===== src/rtl/clk_ratio_pkg.sv =====
// Shared types and helpers for the clock ratio meter.
package clk_ratio_pkg;

    localparam int CNT_W_DEF = 16;

    typedef enum logic [1:0] {
        S_WAIT = 2'd0,
        S_ACQ  = 2'd1,
        S_LOCK = 2'd2
    } state_t;

    // Unsigned magnitude of a - b, one bit wider than the operands so it never wraps.
    function automatic logic [32:0] abs_diff(input logic [31:0] a, input logic [31:0] b);
        return (a >= b) ? {1'b0, a - b} : {1'b0, b - a};
    endfunction

endpackage


===== src/rtl/clk_ratio_meter_sync_edge_det.sv =====
// Two-flop synchroniser for an asynchronous input followed by a rising-edge pulse.
module sync_edge_det (
    input  logic clk_in,
    input  logic rst,
    input  logic d,
    output logic q,
    output logic rise
);

    logic stage1;
    logic stage2;
    logic stage3;

    always_ff @(posedge clk_in) begin
        if (rst) begin
            stage1 <= 1'b0;
            stage2 <= 1'b0;
            stage3 <= 1'b0;
        end else begin
            stage1 <= d;
            stage2 <= stage1;
            stage3 <= stage2;
        end
    end

    assign q    = stage2;
    assign rise = stage2 & ~stage3;

endmodule


===== src/rtl/clk_ratio_meter.sv =====
// Measures the period of a slow clock in clk_in cycles, flags lock and timeout.
// Optional duty measurement (high_time) is built when CLK_RATIO_DUTY_EN is defined.
module clk_ratio_meter
    import clk_ratio_pkg::*;
#(
    parameter int CNT_W      = CNT_W_DEF,
    parameter int LOCK_COUNT = 4,
    parameter int TOL        = 0
) (
    input  logic             clk_in,
    input  logic             rst,
    input  logic             sig_in,
    output logic [CNT_W-1:0] ratio,
    output logic             ratio_valid,
    output logic             locked,
    output logic             timeout,
    output logic [CNT_W-1:0] high_time,
    output state_t           state_dbg
);

    localparam int              MW      = $clog2(LOCK_COUNT + 1);
    localparam logic [MW-1:0]   LOCK_M  = MW'(LOCK_COUNT);
    localparam logic [CNT_W-1:0] CNT_MAX = '1;

    logic sync_q;
    logic e;

    sync_edge_det u_sync (
        .clk_in (clk_in),
        .rst    (rst),
        .d      (sig_in),
        .q      (sync_q),
        .rise   (e)
    );

    state_t           state, state_nxt;
    logic [CNT_W-1:0] period_cnt, period_cnt_nxt;
    logic [MW-1:0]    match_cnt, match_cnt_nxt;
    logic             first_q, first_nxt;
    logic [CNT_W-1:0] ratio_nxt;
    logic             ratio_valid_nxt, locked_nxt, timeout_nxt;
    logic             capture;
    logic             is_match;

    assign is_match  = abs_diff(32'(period_cnt), 32'(ratio)) <= 33'(TOL);
    assign state_dbg = state;

    // ratio_valid is a one-cycle qualifier with no ready: ratio, locked and
    // ratio_valid change together, and a consumer that misses the pulse misses that sample.
    always_comb begin
        state_nxt       = state;
        period_cnt_nxt  = period_cnt;
        match_cnt_nxt   = match_cnt;
        first_nxt       = first_q;
        ratio_nxt       = ratio;
        ratio_valid_nxt = 1'b0;
        locked_nxt      = locked;
        timeout_nxt     = 1'b0;
        capture         = 1'b0;
        case (state)
            S_WAIT: begin
                if (e) begin
                    state_nxt      = S_ACQ;
                    period_cnt_nxt = CNT_W'(1);
                    match_cnt_nxt  = '0;
                    first_nxt      = 1'b1;
                    locked_nxt     = 1'b0;
                end
            end
            S_ACQ, S_LOCK: begin
                if (e) begin
                    capture         = 1'b1;
                    ratio_nxt       = period_cnt;
                    ratio_valid_nxt = 1'b1;
                    period_cnt_nxt  = CNT_W'(1);
                    first_nxt       = 1'b0;
                    // The first period after S_WAIT has no valid predecessor to compare against.
                    if (!first_q && is_match) begin
                        if (match_cnt != LOCK_M) begin
                            match_cnt_nxt = match_cnt + 1'b1;
                        end
                        if (match_cnt >= LOCK_M - 1'b1) begin
                            state_nxt  = S_LOCK;
                            locked_nxt = 1'b1;
                        end
                    end else begin
                        match_cnt_nxt = '0;
                        locked_nxt    = 1'b0;
                        state_nxt     = S_ACQ;
                    end
                end else if (period_cnt == CNT_MAX) begin
                    timeout_nxt   = 1'b1;
                    locked_nxt    = 1'b0;
                    match_cnt_nxt = '0;
                    state_nxt     = S_WAIT;
                end else begin
                    period_cnt_nxt = period_cnt + 1'b1;
                end
            end
            default: begin
                state_nxt = S_WAIT;
            end
        endcase
    end

    always_ff @(posedge clk_in) begin
        if (rst) begin
            state       <= S_WAIT;
            period_cnt  <= '0;
            match_cnt   <= '0;
            first_q     <= 1'b0;
            ratio       <= '0;
            ratio_valid <= 1'b0;
            locked      <= 1'b0;
            timeout     <= 1'b0;
        end else begin
            state       <= state_nxt;
            period_cnt  <= period_cnt_nxt;
            match_cnt   <= match_cnt_nxt;
            first_q     <= first_nxt;
            ratio       <= ratio_nxt;
            ratio_valid <= ratio_valid_nxt;
            locked      <= locked_nxt;
            timeout     <= timeout_nxt;
        end
    end

`ifdef CLK_RATIO_DUTY_EN
    logic [CNT_W-1:0] high_cnt;

    // The edge cycle itself is high, so a fresh period starts counting at 1.
    always_ff @(posedge clk_in) begin
        if (rst) begin
            high_cnt  <= '0;
            high_time <= '0;
        end else if (e) begin
            if (capture) begin
                high_time <= high_cnt;
            end
            high_cnt <= CNT_W'(1);
        end else if (sync_q && high_cnt != CNT_MAX) begin
            high_cnt <= high_cnt + 1'b1;
        end
    end
`else
    logic duty_unused;
    assign duty_unused = sync_q ^ capture;
    assign high_time   = '0;
`endif

endmodule


===== config.mk =====
export PLATFORM = sky130hd
export DESIGN_NAME = clk_ratio_meter
export DESIGN_NICKNAME = d
export VERILOG_FILES = /design/src/rtl/clk_ratio_pkg.sv /design/src/rtl/clk_ratio_meter_sync_edge_det.sv /design/src/rtl/clk_ratio_meter.sv
export SDC_FILE = /design/constraint.sdc
export NUM_CORES = 1
export LEC_CHECK = 0
export CAP_MARGIN = 40
export CORE_MARGIN = 10
export CORE_UTILIZATION = 30
export DETAILED_ROUTE_END_ITERATION = 10
export PLACE_DENSITY = 0.54
export SLEW_MARGIN = 20
export SYNTH_ARGS = -nofsm -noshare
export SYNTH_HDL_FRONTEND = slang
export SYNTH_SLANG_ARGS = --single-unit

===== constraint.sdc =====
create_clock -name clk_in -period 3.4 [get_ports clk_in]
set_input_delay 0.34 -clock clk_in [delete_from_list [all_inputs] [get_ports clk_in]]
set_output_delay 0.34 -clock clk_in [all_outputs]
set_load 0.01 [all_outputs]

==> impl_results.md, run 1 <==
- Outcome: completed
- Crit Path Max Fanout: 7
- Initial antenna violation count: 0
- Post-Place Cells: 698
- Slew HR: a little under three fifths
- CTS tree: yes
- Gr usage total: between 10% and 20%
- Area leader, netlist: dfxtp_1
- Clock Sinks: 44
- Die Height: roughly 130 um
- Leakage power: about 1.8 nW
- YS warnings: 0
- Post-place setup slack: -108.2 ps
- Top cells by area, synth: dfxtp_1 (23%), ha_1 (13%), nand2_1 (6.3%)
- Yosys top cell area share: 23.47%
- Synth Area per Inst: 7.537 sq um
- Crit path to: state_dbg[1]
- Clk_skew: 8.021 ps
- Total Neg Setup Slack: 0 ps
- I/O pin count: 40
- Layout cells sized above 1: 14.23%
- Detailed Route WL: just over 10,000 um
- R2r startpoint: ratio[11]
- Gr ovfl total: 0
- Post-synth EDFFs: 0
- Maxcap violations: 0
- FF/Latch Area: slightly below 900 sq um
- Seq cells post-synth: 44
- Multi-input logic area: around 2600 sq um
- First-pass GRT wire length: between 15,000 and 20,000 um
- Critical path origin: ratio[11]
- Detailed placer's ending HPWL: 8444 um
- Reg clk slew, reported paths: 60 ps
- Register area share after synthesis: approximately a quarter
- I/O Buffers: 23
- Primary FF master, synth: dfxtp_1
- WL/cell: about 15 um
- Synthesized area: 3754 sq um
- Hold buffer count at cts: 0
- ANT cells: 0
- Setup crit end kind: register
- Fin nets: 581
- Routability Congestion: 0.9041
- Final Cell Area: 4486 sq um
- Required time worst endpoint: 3610 ps
- Vias: 3,415
- CTS H-tree depth: 2
- Non-Filler Instances: between 700 and 800
- Placed Area: 4273 sq um
- Critical path arrival: 3430 ps
- FF-to-FF path depth: 14
- Core Util, Final: 37.04%
- Hold Crit Class: register to register
- WHS: 450.9 ps
- Clk root buf: clkbuf_16
- Pwr dens: 289.1 nW/um^2
- Fmax: 310.3 MHz
- Clock Latency Late Sink: just under 300 ps
- Fin crit share: 94.79%
- Num CTS Buffers: 5
- Die width: 131.9 um
- Initial drt markers: 154
- Final setup viols: 0
- Layout area overhead: 19.50%
- Fin. max-slew vios: 0
- Total Power: between 1 and 1.5 mW
- Post-DRT Antenna Nets: 0
- Fillcell total: 1,318
- Worst setup margin: 177.2 ps
- Final min period: 3223 ps
- Peak supply drop: 315.8 uV
- Starting Density: approximately 31%
- DRC: 0
- Die area: 17,390 sq um
- DR pass1 iterations: 4
- Post-Syn Instances: approximately 500
- R2R Setup Slk: 180 ps
- Drt via density: about 4.8
- Reg-to-Reg End: state_dbg[1]
- Clock Path Buffers: 2
- Final Hold Viols: 0
- Slew @ Worst Pin: 662.4 ps
- Synth unique cells: 63
- Vias in the first global route: between 3k and 4k
- FFs w/ async S/R, synth: 0%
- Core area: 12,110 sq um
- Largest net degree at the start of global routing: 24
- Startpoint types: register
- Crit Path Class: register to register
- FP Rows: 40
## worst min-delay path by stage
| stage | startpoint | end | slack [ps] | cells past startpoint |
|---|---|---|---|---|
| 2_1_floorplan | u_sync.stage1 | u_sync.q | 410 | 1 |
| 3_3_place_gp | u_sync.stage1 | u_sync.q | 430 | 1 |
| 3_5_place_dp | u_sync.stage1 | u_sync.q | 430 | 1 |
| 4_1_cts | u_sync.stage1 | u_sync.q | 460 | 1 |
| 5_1_grt | u_sync.stage1 | u_sync.q | 460 | 1 |
| 6_report | u_sync.stage1 | u_sync.q | 450 | 1 |
## state kept, by name, summed over array words and instances, names as in the netlist
signal,count
period_cnt,16
ratio,16
match_cnt,3
state_dbg,2
first_q,1
locked,1
ratio_valid,1
timeout,1
u_sync.q,1
u_sync.stage1,1
u_sync.stage3,1
## layer usage
metal  up-vias  part of all wire, %  GRT usage, %  wire, um
met3        11                  3.1         1.601       315
met1      1581                   47         14.51      4864
met4         0                  1.6         3.708       167
met5         -                    0             0         0
met2        56                   48         20.22      4961
li1       1767                    -             -         -
## kinds of logic after synthesis
group / Yosys count / synth area share (%)
simple gates: 174 / 22.87
flops: 44 / 23.47
fa+ha+maj: 38 / 12.67
mux: 4 / 1.067
compound gates: 124 / 22.50
buf+inv: 85 / 10.80
xor+xnor: 28 / 6.533
other cells: 1 / 0.09990
## timing repair
item,in CTS,in global routing
pin swaps,1,3
gates resized for setup,1,11
setup buffers,2,1
setup endpoints to repair,5,6
## placed cells by master, fill, tap and decap left out, types with 4 or more instances in the layout
master / instances
nand2_1: 62
a21oi_1: 46
inv_1: 44
dfxtp_1: 44
buf_4: 38
nor2_1: 36
ha_1: 36
clkdlybuf4s50_1: 23
xnor2_1: 20
o21ai_0: 17
conb_1: 16
nand3_1: 13
nand4_1: 12
nor2b_1: 9
nor3_1: 9
xor2_1: 8
o21ai_1: 7
and3_1: 6
a31oi_1: 6
a21oi_2: 5
nor3b_1: 5
clkbuf_16: 5
a211oi_1: 4
o211ai_1: 4
a21o_1: 4
mux2i_1: 4
nand2b_1: 4
## worst max-delay path: stages (launching register included)
cell and delay, ps:
dfxtp_1 400, inv_1 70, ha_2 440, nand2_2 150
nor2_2 250, o211ai_1 200, a31oi_1 260, nor3_2 70
nor3_1 250, nand4_1 130, buf_4 180, a211oi_4 310
buf_4 180, a21oi_2 50, o31ai_2 180
## power by group
group          internal, mW  leakage [nW]  total, mW  switching, mW
Combinational         0.107          1.36      0.266          0.160
Clock                 0.293        0.0701      0.497          0.204
Sequential            0.525         0.355      0.533        0.00860
Total                 0.924          1.79       1.30          0.373
## cell type report
| cell class | instances | area share (%) |
|---|---|---|
| Multi-Input combinational cell | 384 | 57.15 |
| Sequential cell | 44 | 19.64 |
| Timing Repair Buffer | 61 | 11.49 |
| Tap cell | 168 | 4.686 |
| Inverter | 44 | 3.682 |
| Clock buffer | 7 | 3.180 |
| Clock inverter | 1 | 0.1674 |
## Yosys cell counts (6+ instances only)
master / n
ha_1: 38
buf_4: 16
inv_1: 44
o21ai_0: 17
xor2_1: 8
a31oi_1: 6
and3_1: 6
xnor2_1: 20
nand2_1: 63
nand4_1: 12
nand3_1: 13
nor2_1: 39
o21ai_1: 7
nor3_1: 10
clkbuf_1: 11
a21oi_1: 47
nor2b_1: 9
dfxtp_1: 44
buf_2: 9
(Power assumes the default switching activity.)
==> inputs of run 2 (changes only) <==
TNS_END_PERCENT = 1   (was unset)
==> results of run 2 <==
Final layout, timing and power as in run 1 (identical DEF).
==> inputs of run 3 (changes only) <==
HOLD_SLACK_MARGIN = 0.05   (was unset)
==> results of run 3 <==
Final layout, timing and power as in run 1 (identical DEF).
